===== config.mk =====
export PLATFORM = sky130hd
export DESIGN_NAME = ddr4_v2_2_20_mc_cas_arb
export DESIGN_NICKNAME = d
export VERILOG_FILES = /design/src/rtl/ddr4_v2_2_20_mc_cas_arb.sv
export SDC_FILE = /design/constraint.sdc
export NUM_CORES = 1
export LEC_CHECK = 0
export CORE_ASPECT_RATIO = 0.75
export CORE_MARGIN = 2
export CORE_UTILIZATION = 53
export CTS_CLUSTER_SIZE = 40
export DETAILED_ROUTE_END_ITERATION = 7
export DONT_BUFFER_PORTS = 1
export GPL_TIMING_DRIVEN = 0
export PLACE_DENSITY_LB_ADDON = 0.05
export SLEW_MARGIN = 40
export SYNTH_ARGS = -nofsm -noshare
export SYNTH_HDL_FRONTEND = slang
export SYNTH_SLANG_ARGS = --single-unit

===== constraint.sdc =====
create_clock -name clk -period 3.31 [get_ports clk]
set_input_delay 0.1655 -clock clk [delete_from_list [all_inputs] [get_ports clk]]
set_output_delay 0.1655 -clock clk [all_outputs]
set_load 0.02 [all_outputs]

===== src/rtl/ddr4_v2_2_20_mc_cas_arb.sv =====
`default_nettype none
// ddr4_v2_2_20_mc_cas_arb: round-robin CAS arbiter for four group-FSM slots with tCCD and
// read/write turnaround spacing. Optional read priority with a write-starvation bound: DDR4_MC_CAS_ARB_RDPRIO_EN.
module ddr4_v2_2_20_mc_cas_arb #(
    parameter int TCCD_L       = 3,
    parameter int TCCD_S       = 2,
    parameter int TWTR         = 4,
    parameter int TRTW         = 3,
    parameter int CNTW         = 4,
    parameter int STARVE_LIMIT = 8
) (
    input  logic       clk,
    input  logic       rst_n,
    input  logic [3:0] cmdReq,
    input  logic [3:0] cmdRd,
    input  logic [7:0] cmdGroup,
    input  logic       blockCas,
    output logic [3:0] sel,
    output logic       winValid,
    output logic       winRd
);

    localparam logic [CNTW:0] TCCD_L_W = (CNTW+1)'(TCCD_L);
    localparam logic [CNTW:0] TCCD_S_W = (CNTW+1)'(TCCD_S);
    localparam logic [CNTW:0] TWTR_W   = (CNTW+1)'(TWTR);
    localparam logic [CNTW:0] TRTW_W   = (CNTW+1)'(TRTW);

    logic [1:0]      rr_ptr;
    logic [1:0]      last_group;
    logic            last_rd;
    logic [CNTW-1:0] gap_cnt;

    logic [CNTW:0]   gap_next;
    logic [CNTW:0]   turn;
    logic [CNTW:0]   need;
    logic [3:0]      elig;
    logic [3:0]      cand;
    logic [1:0]      idx;
    logic [1:0]      win;
    logic            found;

    // The decision in this cycle lands one cycle later, hence the +1 on the gap.
    assign gap_next = {1'b0, gap_cnt} + (CNTW+1)'(1);
    assign turn     = last_rd ? TRTW_W : TWTR_W;

    always_comb begin
        elig = 4'b0;
        need = TCCD_S_W;
        for (int i = 0; i < 4; i++) begin
            need = (cmdGroup[2*i +: 2] == last_group) ? TCCD_L_W : TCCD_S_W;
            if ((cmdRd[i] != last_rd) && (turn > need))
                need = turn;
            elig[i] = cmdReq[i] && !blockCas && (gap_next >= need);
        end
    end

`ifdef DDR4_MC_CAS_ARB_RDPRIO_EN
    logic [3:0] starve_cnt;
    logic [3:0] rd_elig;
    logic       wr_pending;

    assign wr_pending = |(cmdReq & ~cmdRd);
    // Once the starvation bound is hit, reads drop out so the waiting write wins.
    assign rd_elig    = (starve_cnt == 4'(STARVE_LIMIT)) ? 4'b0 : (elig & cmdRd);
    assign cand       = (|rd_elig) ? rd_elig : (elig & ~cmdRd);

    always_ff @(posedge clk or negedge rst_n) begin
        if (!rst_n) begin
            starve_cnt <= 4'd0;
        end else if (found) begin
            if (!cmdRd[win])
                starve_cnt <= 4'd0;
            else if (wr_pending && (starve_cnt != 4'hF))
                starve_cnt <= starve_cnt + 4'd1;
        end
    end
`else
    assign cand = elig;
`endif

    // Work-conserving rotate search starting at rr_ptr.
    always_comb begin
        found = 1'b0;
        win   = rr_ptr;
        idx   = rr_ptr;
        for (int k = 0; k < 4; k++) begin
            idx = rr_ptr + 2'(k);
            if (!found && cand[idx]) begin
                found = 1'b1;
                win   = idx;
            end
        end
    end

    always_ff @(posedge clk or negedge rst_n) begin
        if (!rst_n) begin
            sel        <= 4'b0;
            winValid   <= 1'b0;
            winRd      <= 1'b0;
            rr_ptr     <= 2'd0;
            last_group <= 2'd0;
            last_rd    <= 1'b1;
            gap_cnt    <= '1;
        end else begin
            sel      <= found ? (4'b0001 << win) : 4'b0;
            winValid <= found;
            winRd    <= found ? cmdRd[win] : 1'b0;
            if (found) begin
                rr_ptr     <= win + 2'd1;
                last_group <= cmdGroup[2*win +: 2];
                last_rd    <= cmdRd[win];
                gap_cnt    <= '0;
            end else if (gap_cnt != '1) begin
                gap_cnt <= gap_cnt + CNTW'(1);
            end
        end
    end

endmodule
`default_nettype wire


== Word level (Yosys, flattened, before mapping) ==
Cells that the tools add are included.

* Logic and storage cells: 87
* Output and inout port bits: 6
* Flip-flop bits (word level): 15

* Add/sub/neg operators: 6
* Equality and inequality tests: 9
* Magnitude comparators: 13
* Multiplexer cells: 30
* Shift operators: 2
* Reduce and logical (&&, ||, !) cells: 20

{| class="wikitable"
|+ Operator list
! kind !! number
|-
| >= comparator 5 bit || 4
|-
| logical AND 1 bit || 15
|-
| < comparator 2 x 3 -> 1 bit (second input constant) || 5
|-
| 2-to-1 mux 3 bit || 5
|-
| 2-to-1 mux 1 bit || 14
|-
| greater-than comparator 3 x 2 -> 1 bit || 4
|-
| 2-to-1 mux 4 bit || 3
|-
| binary-select mux 1 bit (select 2 bit) || 5
|-
| == test 2 bit || 4
|-
| indexed part select 8 x 4 -> 2 bit || 1
|-
| 2-to-1 mux 2 bit || 3
|-
| adder 4 x 1 -> 5 bit (second input constant) || 1
|-
| adder 2 x 1 -> 2 bit (second input constant) || 2
|-
| adder 2 bit (second input constant) || 2
|-
| adder 4 x 1 -> 4 bit (second input constant) || 1
|-
| logical NOT 1 bit || 4
|-
| != test 1 bit || 4
|-
| != test 4 bit (second input constant) || 1
|-
| left shift 1 x 2 -> 4 bit (first input constant) || 1
|-
| nonzero test 2 bit || 1
|}

== Depth between registers and ports, before layout ==
Gate-level depths: netlist (run 1).

* Word-level depth: 22
* Depth in mapped cells: 14

== Worst setup path before layout (run 1) ==
OpenSTA, ideal clock, no wires.

* Path type: reg2reg
* Start point: reg last_rd
* End point: reg last_group[0]
* Setup slack: -0.169 ns
* Data required time: 3.185 ns
* Cell stages (with the launch flop): 13
* Setup time: 0.125 ns
* Arrival: 3.355 ns
* Clock period less this slack: 3.479 ns
* Cell sequence: dfstp_2 inv_1 ha_1 nand3_1 o21ai_0 ha_1 nand2b_1 a211o_1 a31o_1 or3_1 a32o_2 mux4_2 mux2_2

* Longest elaborated chain between the ends: 19
* Elaborated cells on any way between the ends: 47
* Those cells by class: order compare: 8; eq/ne: 4; shift: 1; mux: 20; reduce/logical: 14

{| class="wikitable"
|+ Ends and longest elaborated chain
! what !! RTL line !! source
|-
| start, declared || 30 || <nowiki>logic last_rd;</nowiki>
|-
| start signal, assigned || 111 || <nowiki>last_rd <= cmdRd[win];</nowiki>
|-
| 2-to-1 mux 3 bit || 44 || <nowiki>assign turn = last_rd ? TRTW_W : TWTR_W;</nowiki>
|-
| greater-than comparator 3 x 2 -> 1 bit || 51 || <nowiki>if ((cmdRd[i] != last_rd) && (turn > need))</nowiki>
|-
| logical AND 1 bit || 51 ||
|-
| 2-to-1 mux 3 bit || 51 ||
|-
| >= comparator 5 bit || 53 || <nowiki>elig[i] = cmdReq[i] && !blockCas && (gap_next >= need);</nowiki>
|-
| logical AND 1 bit || 53 ||
|-
| binary-select mux 1 bit (select 2 bit) || 88 || <nowiki>if (!found && cand[idx]) begin</nowiki>
|-
| 2-to-1 mux 1 bit (implied by the code) || 88 ||
|-
| (+3 left out) || n/a ||
|-
| 2-to-1 mux 1 bit || 88 ||
|-
| logical NOT 1 bit || 88 ||
|-
| logical AND 1 bit || 88 ||
|-
| 2-to-1 mux 1 bit || 88 ||
|-
| logical NOT 1 bit || 88 ||
|-
| logical AND 1 bit || 88 ||
|-
| 2-to-1 mux 2 bit || 88 ||
|-
| indexed part select 8 x 4 -> 2 bit || 110 || <nowiki>last_group <= cmdGroup[2*win +: 2];</nowiki>
|-
| end signal, assigned || 110 ||
|-
| end, declared || 29 || <nowiki>logic [1:0] last_group;</nowiki>
|}

Parallel ways exist; a longest one is shown, timed or not. The select of a mux whose other input is x is not followed.
A chain may end at the register's enable or synchronous reset.

== Worst setup path in the final report (run 1) ==
Ends and elaborated chain as after synthesis.

==> reports/metrics.yaml, run 1 <==
run_status:
  outcome: "complete, but fails checks"
  violations: "negative setup slack"
yosys:
  synth_top_area_share_pct: 19.1
  synth_seq_cells: 15
  synth_area_leaders: "ha_1 19%, dfrtp_1 18%, dfstp_2 9.5%"
  synth.largest_area_cell: "ha_1"
  synth_commonest_cells: "21 x ha_1, 14 x inv_1, 10 x dfrtp_1"
  syn-num-nets: 182
  synth_area_mm2: 0.00138
  yosysMostFrequentCell: "ha_1"
  yosys_warnings: 0
  synth_edf_count: 0
  synth_area_per_cell_um2: 9.69
  synthArstFlopShare_pct: 100
  ys_seq_area_share_pct: 27.7
  ys.flop_type: "dfrtp_1"
  synthDistinctLibCells: 39
  syn_inst: 142
power:
  power.density_mw_per_mm2: 1230
  pwr-share-seq_pct: 16.9
  intPower_mw: 1.20
  combPwrFrac_pct: 78.2
  ir_drop_mv: 0.980
  p_sw_share_pct: 44.8
  clkPwrFrac_pct: 4.9
  leakagePower_nw: 0.771
  p_sw_mw: 0.972
place:
  pre_cts_slack_ns: -0.509
  post-dp-hpwl_um: 2300
  placed_area_mm2: 0.00146
  portBuffers: 0
  gp_congestion: 0.838
worst_setup_path:
  crit_top_cell: "ha_4"
  path_cells: "clkinvlp_4 -> buf_12 -> ha_4 -> nand3_2 -> o21ai_2 -> ha_4 -> nand2b_4 -> a211o_1 -> a31o_1 -> or3_1 -> a32o_2 -> mux4_2 -> mux2_4"
  slowest_delay_ns: 0.55
  endpoint_kind: "flop"
  path_max_fanout: 4
  crit_type: "flop to flop"
  crit_path_start_kind: "flop"
  cp.arrival_ns: 3.71
  critical_path_required_ns: 3.49
  slowest_stage: "dfstp_2"
drt:
  first_pass_iters: 4
  viasPerCell: 5.76
  ant_nets: 0
  vias: 1134
  wirelength_um: 3260
  wire_per_inst_um: 16.6
  drc: 0
  drt-initial-drc-count: 82
layout:
  fin_area_mm2: 0.00177
  antenna_cells: 0
  drive_gt1_share_pct: 36.2
  nFillCells: 167
  final_util_pct: 74.1
  nNetsFinal: 204
  multi_input_area_mm2: 0.00108
  regArea_um2: 382
  syn_to_final_growth_pct: 28.3
timing:
  finalHoldViolations: 0
  maxSlewViolCount: 0
  setup_tns_ns: -0.846
  rsz0062_at_grt: "true"
  setup_viol: 5
  finalCritPeriodShare_pct: 107
  relSlewSlack_pct: 55.4
  setup_ws_ns: -0.228
  fin_crit_ns: 3.54
  fin_skew_ns: 0.00159
  tightest_slew_ns: 0.667
  max_freq_mhz: 283
grt:
  antenna_found_initial: 0
  gr-usage-all-layers_pct: 23.0
  grt_pass1_vias: 1097
  grt.overflow.total: 0
  grt_pass1_wl_um: 5250
  grt_max_degree: 16
job:
  maxCapViolCount: 0
floorplan:
  rows: 15
  initial_utilization_pct: 57.7
  core_mm2: 0.00238
  die-width_um: 62.8
  design.die.area_mm2: 0.00302
  die_y_um: 48.1
  ios: 25
clock_tree:
  cts_tree: "yes"
  cts_sinks: 15
  ctsLongestPathBuffers: 2
  h-tree-depth: 1
  numCtsBuffers: 3
  clockRootBuffer: "clkbuf_4"
  cts.clk_slew.worst_paths_ns: 0.09
  clock_latency_ns: 0.28
min_path:
  hp-class: "input port to flop"
flip-flops by register name, indices dropped and copies added (netlist names):
register / count
last_rd: 1
last_group: 2
sel: 4
gap_cnt: 4
winValid: 1
rr_ptr: 2
winRd: 1
kinds of logic (layout without fill, tap and decap cells):
| group | Yosys count | after routing | share of synthesized area, % |
|---|---|---|---|
| AND/OR/NAND/NOR | 38 | 38 | 15.5 |
| AO/OA/AOI/OAI | 32 | 32 | 17.5 |
| multiplexers | 7 | 7 | 8.00 |
| buffers and inverters | 19 | 40 | 5.27 |
| flip-flops | 15 | 15 | 27.7 |
| adder cells (fa/ha/maj) | 21 | 21 | 19.1 |
| XOR/XNOR | 10 | 10 | 6.91 |
metal layers:
metal	wire length, um	vias to the layer above	global-route usage, %
li1	-	555	-
met1	1510	549	30.4
met2	1590	30	41.3
met3	158	0	5.77
met4	0	0	2.22
met5	0	-	0
cells in the final DEF (no fill, tap or decap), types with 2 or more instances in the layout:
master    count
o21ai_1       3
a211o_1       3
and2_1        3
mux2_4        2
xnor2_1       9
dfstp_2       5
clkbuf_1      2
nor2_1        8
nand3_2       2
mux4_2        3
dfrtp_1      10
ha_1         16
mux2i_1       2
buf_4        14
a31oi_1       2
nand3_1       5
o21ai_2       2
clkbuf_4      3
o31a_1        2
inv_1        11
o21ai_0       2
a211oi_1      4
nand2_1       2
nor3b_2       2
ha_4          5
a21oi_1       2
nand2b_1      7
inv_2         2
critical path, delay by kind of cell (launching register included):
family                   cells  cell delay [ns]
flip-flops                   1             0.55
AO/OA/AOI/OAI                4             0.85
adder cells (fa/ha/maj)      2             0.50
multiplexers                 2             0.70
buffers and inverters        2             0.27
AND/OR/NAND/NOR              3             0.54
worst paths after layout:
kind	start	endpoint	slack (ns)	cells after the start
worst max-delay path	last_rd$_DFFE_PN1P_	last_group[0]$_DFFE_PN0P_	-0.23	13
worst min-delay path	cmdRd[1]	last_rd$_DFFE_PN1P_	0.24	3
worst max register to register	last_rd$_DFFE_PN1P_	last_group[0]$_DFFE_PN0P_	-0.23	13
worst min register to register	gap_cnt[2]$_DFFE_PN1P_	gap_cnt[2]$_DFFE_PN1P_	0.57	2
max in group asynchronous	rst_n	rr_ptr[0]$_DFFE_PN0P_	2.54	1
min in group asynchronous	rst_n	winValid$_DFF_PN0_	0.35	1
cell type report:
class	count	area share, %
Buffer	4	0.992
Clock buffer	3	1.28
Clock inverter	1	0.283
Inverter	15	3.69
Multi-Input combinational cell	108	61.4
Sequential cell	15	21.6
Tap cell	34	2.41
Timing Repair Buffer	17	8.29
power by group through the flow:
stage	clock network [mW]	registers, mW	logic, mW
floorplan	0	0.348	0.971
global route	0.116	0.376	1.84
finish	0.105	0.366	1.70
global placement	0	0.360	1.15
CTS	0.107	0.364	1.47
detailed placement	0	0.363	1.20
repair_timing:
item | 4_1_cts | 5_1_grt
pin swaps | 9 | 6
buffers inserted | 9 | 7
resized for setup | 18 | 12
hold buffers | 1 | 0
gates cloned | 0 | 0
hold endpoints to repair | 15 | 0
endpoints found under the setup margin | 14 | 13
through the flow:
stage	hold WS [ns]	std cells	power [mW]
floorplan	-0.130	142	1.32
global placement	-0.129	176	1.51
detailed placement	-0.130	176	1.57
CTS	0.233	190	1.94
global route	0.231	197	2.34
finish	0.240	197	2.17
No activity file was read; power rests on OpenSTA's default activity.
==> run 2, diff against run 1 <==
CAP_MARGIN = 20   (was default)
clock period = 3.7 ns   (was 3.31 ns; I/O delays follow)
==> run 2 against run 1 <==
The flow now finishes without violations. Sequential share of layout area increased by 2.9 points. Clock skew increased by 0.012 ns. Maximum frequency decreased by 1.4%. Power decreased by 27%. Critical path depth unchanged. Die area unchanged. Global-route usage decreased by 2.1 points. Flip-flop and latch count unchanged. Cell count decreased by 5.1%. Critical path type unchanged.
==> reports/metrics.yaml, run 2 (synthesis results as in run 1) <==
timing:
  finalCritPeriodShare_pct: 97.0  # -9.9 points
  setup_tns_ns: 0  # +0.846 ns
  setup_viol: 0  # -5
  relSlewSlack_pct: 55.1  # -0.32 points
  fin_skew_ns: 0.0138  # +0.0122 ns
  hold_slack_ns: 0.241  # +0.000618 ns
  finalHoldViolations: 0  # unchanged
  setup_ws_ns: 0.112  # +0.339 ns
  tightest_slew_ns: 0.672  # +0.00473 ns
  rsz0062_at_grt: "true"
  max_freq_mhz: 279  # -1.4%
  fin_crit_ns: 3.59  # +0.0506 ns
  maxSlewViolCount: 0  # unchanged
worst_setup_path:
  cp.arrival_ns: 3.78  # +0.07 ns
  r2r_setup_slack_ns: 0.11  # +0.34 ns
  critical_path_depth: 13  # unchanged
  rr_endpoint: "last_group[1]$_DFFE_PN0P_"
  slowest_delay_ns: 0.57  # +0.02 ns
  r2r_start: "last_rd$_DFFE_PN1P_"
  crit_path_start_kind: "flop"
  reg2reg_depth: 13  # unchanged
  path_cells: "clkinvlp_4 -> ha_1 -> nand3_1 -> o21ai_0 -> ha_1 -> nor3b_1 -> o31a_1 -> o31a_1 -> and3_1 -> o32ai_4 -> buf_4 -> mux4_2 -> mux2_2"
  worstSetupStartpoint: "last_rd$_DFFE_PN1P_"
  crit_type: "flop to flop"
  slowest_stage: "dfstp_2"
  path_max_fanout: 6  # +2
  endpoint_kind: "flop"
  cp_top_family: "compound AO/OA/AOI/OAI gates"
  crit_buf_inv: 2  # unchanged
  endpoint: "last_group[1]$_DFFE_PN0P_"
  critical_path_required_ns: 3.89  # +0.40 ns
layout:
  reg.largest.list: "gap_cnt: 4 flops, sel: 4 flops"
  mostFrequentLayoutCells: "20 x ha_1, 13 x inv_1, 10 x dfrtp_1"
  syn_to_final_growth_pct: 13.3
  mostFrequentLayoutCell: "ha_1"
  fin_area_mm2: 0.00156  # -12%
  antenna_cells: 0  # unchanged
  nNetsFinal: 194  # -4.9%
  drive_gt1_share_pct: 20.9  # -15 points
power:
  power_mw: 1.59  # -27%
  power.density_mw_per_mm2: 1020  # -17%
  leakagePower_nw: 0.689  # -11%
  ir_drop_mv: 0.510  # -48%
clock_tree:
  cts_tree: "yes"
  clockRootBuffer: "clkbuf_4"
  ctsLongestPathBuffers: 2  # unchanged
  h-tree-depth: 1  # unchanged
  clock_latency_ns: 0.30  # +0.02 ns
  cts_sinks: 15  # unchanged
  cts.clk_slew.worst_paths_ns: 0.10  # about the same
  numCtsBuffers: 3  # unchanged
job:
  maxCapViolCount: 0  # unchanged
floorplan:
  die_y_um: 48.1  # unchanged
  die-width_um: 62.8  # unchanged
  initial_utilization_pct: 57.7  # unchanged
  design.die.area_mm2: 0.00302  # unchanged
  rows: 15  # unchanged
  ios: 25  # unchanged
  core_mm2: 0.00238  # unchanged
grt:
  antenna_found_initial: 0  # unchanged
  top_usage_layer: "met2"
  grt_pass1_vias: 1053  # -4.0%
  gr-usage-met3_pct: 4.39  # -1.4 points
  grt_util_met2_pct: 41.1  # -0.22 points
  grt_pass1_wl_um: 4740  # -9.7%
  gr-usage-all-layers_pct: 21.0  # -2.1 points
  grt.overflow.total: 0  # unchanged
  grt_max_degree: 16  # unchanged
  use_met1_pct: 25.3  # -5.1 points
drt:
  vias: 1079  # -4.9%
  wirelength_um: 2970  # -9.1%
  first_pass_iters: 4  # unchanged
  drt-initial-drc-count: 54  # -34%
  viasPerCell: 5.77  # +0.24%
  ant_nets: 0  # unchanged
  drc: 0  # unchanged
  wire_per_inst_um: 15.9  # -4.2%
place:
  placed_area_mm2: 0.00142  # -2.9%
  pre_cts_slack_ns: -0.188  # +0.321 ns
  portBuffers: 0  # unchanged
  gp_congestion: 0.827  # -1.3%
  post-dp-hpwl_um: 2340  # +1.5%
run_status:
  outcome: "completed"
min_path:
  hp-class: "input port to flop"
run 2: per-layer routing:
metal | wire [um] | vias up
met1 | 1350 | 511
li1 | - | 535
met4 | 20 | 0
met3 | 136 | 4
met5 | 0 | -
met2 | 1460 | 29
run 2: worst register-to-register path, delay by kind of cell (launching register included):
kind	cells	cell delay [ns]
AO/OA/AOI/OAI	4	1.02
adder cells (fa/ha/maj)	2	0.64
buffers and inverters	2	0.34
flip-flops	1	0.57
multiplexers	2	0.57
AND/OR/NAND/NOR	3	0.35
run 2: final cells by class:
type / count / area [um2]
clock inverters: 1 / 7.51
repair buffers: 7 / 55.1
fillers: 208 / 825
multi-input cells: 108 / 973
plain buffers: 4 / 16.3
well taps: 34 / 42.5
clock buffers: 3 / 22.5
flip-flops and latches: 15 / 382
inverters: 15 / 60.1
run 2: through the flow:
stage / cells / util [%]
finish: 187 / 65.4
floorplan: 142 / -
detailed placement: 176 / 59.5
CTS: 183 / 63.1
global route: 187 / 65.4
global placement: 176 / 59.5
run 2: where the power goes:
group | switching (mW) | internal (mW) | total (mW)
combinational | 0.598 | 0.568 | 1.17
clock | 0.0583 | 0.0412 | 0.0995
sequential | 0.0738 | 0.250 | 0.324
total | 0.730 | 0.859 | 1.59
run 2: repair_timing:
action / 4_1_cts / 5_1_grt
hold buffers: 1 / 0
setup endpoints to repair: 5 / 4
resized for setup: 5 / 4
pin swaps: 0 / 5
buffers inserted: 2 / 4
hold endpoints to repair: 15 / 0
run 2: worst min path at each step:
stage	from	to	slack, ns	cells after the start
final	cmdRd[1]	winRd$_DFF_PN0_	0.24	3
after global routing	cmdGroup[2]	last_group[0]$_DFFE_PN0P_	0.23	2
after CTS	cmdRd[1]	winRd$_DFF_PN0_	0.24	3
after detailed placement	rst_n	winValid$_DFF_PN0_	-0.11	0
after global placement	rst_n	winRd$_DFF_PN0_	-0.11	0
after floorplan	rst_n	last_group[0]$_DFFE_PN0P_	-0.11	0
